**config.mk**
```make
export PLATFORM = sky130hd
export DESIGN_NAME = updown_counter_param_flat
export DESIGN_NICKNAME = d
export VERILOG_FILES = /design/src/rtl/updown_counter_param_if.sv /design/src/rtl/updown_counter_param.sv /design/src/flat_wrapper.sv
export SDC_FILE = /design/constraint.sdc
export NUM_CORES = 1
export LEC_CHECK = 0
export BUFFER_PORTS_ARGS = -buffer_cell sky130_fd_sc_hd__buf_4
export CAP_MARGIN = 40
export CORE_UTILIZATION = 40
export DETAILED_ROUTE_END_ITERATION = 12
export PLACE_DENSITY = 0.68
export SYNTH_ARGS = -nofsm -noshare
export SYNTH_HDL_FRONTEND = slang
export SYNTH_SLANG_ARGS = --single-unit
```
**constraint.sdc**
```tcl
create_clock -name CLK -period 2.4 [get_ports CLK]
set_input_delay 0.6 -clock CLK [delete_from_list [all_inputs] [get_ports CLK]]
set_output_delay 0.6 -clock CLK [all_outputs]
set_load 0.02 [all_outputs]
```
**src/rtl/updown_counter_param_if.sv**
```systemverilog
// Purpose: control and status bundle for updown_counter_param. The master
//          drives enable/direction/step/load/load_value/clear_flags. The slave
//          returns the count dout, tc, the sticky flags and the at_max/at_min
//          indications.
// Latency: none; this file only groups wires.
// Backpressure: none; the counter accepts a command on every edge.
interface updown_counter_param_if #(
    parameter int WIDTH      = 6,
    parameter int STEP_WIDTH = 3
);
    logic                  enable;
    logic                  direction;
    logic [STEP_WIDTH-1:0] step;
    logic                  load;
    logic [WIDTH-1:0]      load_value;
    logic                  clear_flags;
    logic [WIDTH-1:0]      dout;
    logic                  tc;
    logic                  overflow;
    logic                  underflow;
    logic                  at_max;
    logic                  at_min;

    modport master (
        output enable, direction, step, load, load_value, clear_flags,
        input  dout, tc, overflow, underflow, at_max, at_min
    );

    modport slave (
        input  enable, direction, step, load, load_value, clear_flags,
        output dout, tc, overflow, underflow, at_max, at_min
    );
endinterface

```
**src/rtl/updown_counter_param.sv**
```systemverilog
// Purpose: parametrised up/down counter. It supports a step size, a synchronous
//          load, and either wrap or saturate at 0 and MAX_VALUE.
// Latency: dout, tc and the flags are valid 1 cycle after the qualifying edge.
//          at_max and at_min follow dout combinationally.
// Backpressure: none. Priority on each edge is reset, then load, then enable,
//          then hold.
// Ports:   CLK   rising-edge clock.
//          reset asynchronous reset, active low.
//          bus   slave side of updown_counter_param_if.
module updown_counter_param #(
    parameter int WIDTH      = 6,
    parameter int MAX_VALUE  = 63,
    parameter int STEP_WIDTH = 3,
    parameter bit SATURATE   = 1'b0
) (
    input  logic                   CLK,
    input  logic                   reset,
    updown_counter_param_if.slave  bus
);
    // Two guard bits: WIDTH+1 bits could be too narrow for MAX_VALUE + step,
    // and the range checks must see the untruncated sum.
    localparam int             EW    = WIDTH + 2;
    localparam logic [EW-1:0]  MAX_E = EW'(MAX_VALUE);
    localparam logic [EW-1:0]  MOD_E = EW'(MAX_VALUE + 1);
    localparam logic [WIDTH-1:0] MAX_W = WIDTH'(MAX_VALUE);

    logic [WIDTH-1:0] dout_q, dout_d;
    logic             tc_q, tc_d;
    logic             ovf_q, ovf_d;
    logic             unf_q, unf_d;

    logic [EW-1:0]    cur_e, step_e, load_e, up_sum;
    logic [WIDTH-1:0] up_wrap, dn_wrap, dn_diff;
    logic             count_up, count_dn, up_cross, dn_cross;

    always_comb begin
        cur_e    = {2'b00, dout_q};
        step_e   = EW'(bus.step);
        load_e   = {2'b00, bus.load_value};
        up_sum   = cur_e + step_e;
        up_wrap  = WIDTH'(up_sum - MOD_E);
        dn_wrap  = WIDTH'(cur_e + MOD_E - step_e);
        dn_diff  = WIDTH'(cur_e - step_e);

        // Load takes priority, so enable has no effect in a load cycle.
        count_up = bus.enable & ~bus.load & ~bus.direction;
        count_dn = bus.enable & ~bus.load &  bus.direction;

        // A counter that is already saturated at a boundary also meets these
        // tests whenever step > 0. That counts as a crossing, so tc and the
        // flag still fire. A step of 0 can never cross.
        up_cross = count_up & (up_sum > MAX_E);
        dn_cross = count_dn & (step_e > cur_e);

        dout_d = dout_q;
        if (bus.load) begin
            dout_d = (load_e > MAX_E) ? MAX_W : bus.load_value;
        end else if (count_up) begin
            if (up_cross) dout_d = SATURATE ? MAX_W : up_wrap;
            else          dout_d = up_sum[WIDTH-1:0];
        end else if (count_dn) begin
            if (dn_cross) dout_d = SATURATE ? '0 : dn_wrap;
            else          dout_d = dn_diff;
        end

        tc_d  = up_cross | dn_cross;
        // If a set and a clear occur on the same edge, the set wins.
        ovf_d = (ovf_q & ~bus.clear_flags) | up_cross;
        unf_d = (unf_q & ~bus.clear_flags) | dn_cross;
    end

    always_ff @(posedge CLK or negedge reset) begin
        if (!reset) begin
            dout_q <= '0;
            tc_q   <= 1'b0;
            ovf_q  <= 1'b0;
            unf_q  <= 1'b0;
        end else begin
            dout_q <= dout_d;
            tc_q   <= tc_d;
            ovf_q  <= ovf_d;
            unf_q  <= unf_d;
        end
    end

    assign bus.dout      = dout_q;
    assign bus.tc        = tc_q;
    assign bus.overflow  = ovf_q;
    assign bus.underflow = unf_q;
    assign bus.at_max    = (dout_q == MAX_W);
    assign bus.at_min    = (dout_q == '0);
endmodule

```
**src/flat_wrapper.sv**
```systemverilog
// flat-port wrapper written by rule: the top's interface ports become plain ports
module updown_counter_param_flat 
#(
    parameter int WIDTH      = 6,
    parameter int MAX_VALUE  = 63,
    parameter int STEP_WIDTH = 3,
    parameter bit SATURATE   = 1'b0
)
  (CLK, reset, bus_enable, bus_direction, bus_step, bus_load, bus_load_value, bus_clear_flags, bus_dout, bus_tc, bus_overflow, bus_underflow, bus_at_max, bus_at_min);
  updown_counter_param_if #(.WIDTH(WIDTH), .STEP_WIDTH(STEP_WIDTH)) bus_i ();
  input  logic CLK;
  input  logic reset;
  input wire logic [$bits(bus_i.enable)-1:0] bus_enable;
  input wire logic [$bits(bus_i.direction)-1:0] bus_direction;
  input wire logic [$bits(bus_i.step)-1:0] bus_step;
  input wire logic [$bits(bus_i.load)-1:0] bus_load;
  input wire logic [$bits(bus_i.load_value)-1:0] bus_load_value;
  input wire logic [$bits(bus_i.clear_flags)-1:0] bus_clear_flags;
  output wire logic [$bits(bus_i.dout)-1:0] bus_dout;
  output wire logic [$bits(bus_i.tc)-1:0] bus_tc;
  output wire logic [$bits(bus_i.overflow)-1:0] bus_overflow;
  output wire logic [$bits(bus_i.underflow)-1:0] bus_underflow;
  output wire logic [$bits(bus_i.at_max)-1:0] bus_at_max;
  output wire logic [$bits(bus_i.at_min)-1:0] bus_at_min;
  assign bus_i.enable = bus_enable;
  assign bus_i.direction = bus_direction;
  assign bus_i.step = bus_step;
  assign bus_i.load = bus_load;
  assign bus_i.load_value = bus_load_value;
  assign bus_i.clear_flags = bus_clear_flags;
  assign bus_dout = bus_i.dout;
  assign bus_tc = bus_i.tc;
  assign bus_overflow = bus_i.overflow;
  assign bus_underflow = bus_i.underflow;
  assign bus_at_max = bus_i.at_max;
  assign bus_at_min = bus_i.at_min;
  updown_counter_param #(.WIDTH(WIDTH), .MAX_VALUE(MAX_VALUE), .STEP_WIDTH(STEP_WIDTH), .SATURATE(SATURATE)) u_core (.CLK(CLK), .reset(reset), .bus(bus_i));
endmodule
```
==> key figures <==
Timing
  • Worst Setup Slack, final: 137.9 ps
  • Final setup TNS: 0 ps
  • Fin crit share: 94.25%
  • Slew Viols, Final: 0
  • Min Hold Slack: 135.8 ps
  • Hold Vio Cnt, Final: 0
  • Skew final: 6.488 ps
  • Min Tclk post-route: 2262 ps
  • RSZ-0062 raised after global routing: no
  • F_max: 442.1 MHz
  • Worst slew pin tran: 382.6 ps
  • Slew headroom: 74.49%
  • Final setup viols: 0

Critical path
  • Setup CP Type: flip-flop to output pin
  • R2R depth: 6
  • Crit-path max FO: 9
  • Crit path required time: 1800 ps
  • Startpoint Class: flip-flop
  • R2R Setup Slk: 560 ps
  • CP arrival: 1660 ps
  • Crit path launch: u_core.bus.dout[3]
  • CP endpoint kind: output pin
  • CP endpoint: bus_at_min
  • R2R Path End: u_core.bus.dout[4]
  • R2r startpoint: u_core.bus.dout[0]

Yosys
  • Mean Syn Cell Area: 9.299 µm²
  • #FFs+latches synth: 9
  • Synth Instances: 81
  • Mapped Nets: 104
  • Synth warnings: 0
  • Synth Cell Area: 753.2 µm²
  • Post-synthesis sequential area ratio: 29.90%
  • Netlist cell types: 34

Finish
  • Final nets: 132
  • Ant diodes: 0
  • Layout cells sized above 1: 31.48%
  • Syn-to-layout area delta: 30.40%

Placement
  • Final GP Congestion: 0.8391
  • Dpl hpwl: 1404 µm
  • Setup WS pre-CTS: 320.4 ps
  • IO buf count: 25

Routing
  • Met3 WL: 61 µm
  • WL met2: 904 µm
  • Drt wl/cell: 12.93 µm
  • Metal-1 WL: 737 µm
  • Routed vias: 681
  • Post-route ant nets: 0
  • Max Used Layer: met4
  • Routed WL: 1720 µm
  • First-pass detailed-route iteration total: 4
  • Drt first-iter violations: 5
  • Vias per cell: 5.120
  • # DRC: 0

Status
  • Status: finished, final reports clean

Power and ir drop
  • Sequential power share: 38.0%
  • Net Switching: 0.1924 mW
  • Pleak: 0.4799 nW
  • Switching share of power: 37.48%
  • Cell area power density: 522.6 nW/µm²
  • VDD IR max: 0.0002809 V
  • Clk pwr share: 24.6%
  • Part of the power in combinational logic: 37.5%
  • P_int: 0.3209 mW

Die
  • Die Span Y: 45.40 µm
  • Die area: 2061 µm²
  • CORE AREA: 1745 µm²
  • Initial Util: 43.15%
  • Rows: 15
  • I/O pins: 26
  • Die Wd: 45.40 µm

Clock tree
  • CTS clk-pin slew, worst paths: 70 ps
  • Setup bufs post-CTS: 0
  • Clock buffer depth: 2
  • Resize count post-CTS: 0
  • Latest clock arrival within the worst-skew pair: 270 ps
  • Hold-fix buffers, CTS: 0
  • Root Buffer: clkbuf_4
  • Clock sinks: 9
  • TritonCTS Buffers: 3
  • Htree depth: 1
  • CTS tree: done

Min path
  • HP Class: input pin to asynchronous set/reset pin

Global routing
  • Largest net degree at the start of global routing: 16
  • Total track usage: 19.85%
  • Antenna violations before repair: 0
  • Vias in the first global route: 711
  • Total grt overflow: 0
  • First-pass GRT wire length: 2953 µm

Run
  • Max-cap viol count: 0
## cell usage after synthesis
master	number	share of area [%]
or4_1	1	1.0
a221oi_2	2	4.0
nor3b_4	1	2.5
a22oi_1	1	1.0
buf_6	1	1.5
a211o_1	1	1.2
nand4b_1	1	1.2
nand2b_1	3	2.5
o21ai_2	1	1.2
nor2b_1	2	1.7
mux2_2	1	1.5
and3b_4	1	1.7
mux2i_1	2	2.7
dfrtp_1	9	30
nand3_1	4	2.7
and4_1	1	1.2
a21oi_1	2	1.3
a2111oi_0	1	1.2
inv_1	10	5.0
o21ai_0	4	2.7
nand4_1	1	0.83
ha_1	6	10
o2111ai_1	2	2.3
and2_1	1	0.83
xor2_1	1	1.2
nand2_1	5	2.5
a32oi_1	1	1.2
buf_2	1	0.66
nor2_1	7	3.5
nand3b_1	2	2.0
fa_1	2	5.3
nor3_1	1	0.66
a211oi_1	1	1.0
and3_1	1	0.83
## metrics by stage
stage               area, µm²  instances  util, %  total power [mW]
global placement        955.9        129    54.77            0.3846
detailed placement      955.9        129    54.77            0.3920
finish                  982.2        133    56.27            0.5133
global route            982.2        133    56.27            0.5535
floorplan               753.2         81        -            0.3150
CTS                     982.2        133    56.27            0.5214
## power groups by stage
| stage | Combinational (mW) | Sequential (mW) | Clock (mW) |
|---|---|---|---|
| final | 0.192 | 0.195 | 0.126 |
| after global routing | 0.217 | 0.199 | 0.138 |
| after CTS | 0.194 | 0.195 | 0.132 |
| after global placement | 0.187 | 0.198 | 0 |
| after detailed placement | 0.193 | 0.199 | 0 |
| after floorplan | 0.104 | 0.211 | 0 |
## layout by cell type (no fill, tap or decap), drive strengths merged
cell,count
a2111oi,1
a211o,1
a211oi,1
a21oi,2
a221oi,2
a22oi,1
a32oi,1
and2,1
and3,1
and3b,1
and4,1
buf,25
clkbuf,4
dfrtp,9
fa,2
ha,6
inv,10
mux2,1
mux2i,2
nand2,5
nand2b,3
nand3,4
nand3b,2
nand4,1
nand4b,1
nor2,7
nor2b,2
nor3,1
nor3b,1
o2111ai,2
o21ai,5
or4,1
xor2,1
## area by class of cell
| class | instances | area, µm² |
|---|---|---|
| clock buffers | 4 | 26.28 |
| fillers | 170 | 763.2 |
| inverters | 10 | 37.54 |
| multi-input cells | 60 | 474.2 |
| flip-flops and latches | 9 | 225.2 |
| well taps | 25 | 31.28 |
| repair buffers | 25 | 187.7 |
## kinds of logic after synthesis
logic type,share of synthesized area [%]
adders and majority gates,15.28
DFF,29.90
xor gates and xnor gates,1.163
buffers and inverters,7.143
AOI/OAI and AO/OA,16.95
muxes,4.153
and+or+nand+nor,25.42
## flip-flops by register name, indices dropped and copies added (netlist names)
register,flops
u_core.bus.underflow,1
u_core.bus.dout,6
u_core.bus.tc,1
u_core.bus.overflow,1
## per-layer routing
layer	vias to the layer above	global-route usage [%]
li1	342	-
met1	320	24.32
met2	17	34.86
met3	2	3.968
met4	0	5.455
met5	-	0
## worst max-delay path: stages (launching register included)
cell and delay [ps]:
dfrtp_1 490, or4_1 560, nor3_1 160, buf_4 170
## worst min-delay path by stage
stage	slack, ps	depth (start not counted)	end	start
3_3_place_gp	430	1	u_core.bus.underflow	reset
4_1_cts	140	1	u_core.bus.dout[1]	reset
6_report	140	1	u_core.bus.dout[1]	reset
2_1_floorplan	300	0	u_core.bus.dout[0]	reset
3_5_place_dp	430	1	u_core.bus.underflow	reset
5_1_grt	130	1	u_core.bus.dout[1]	reset
(Power assumes the default switching activity.)
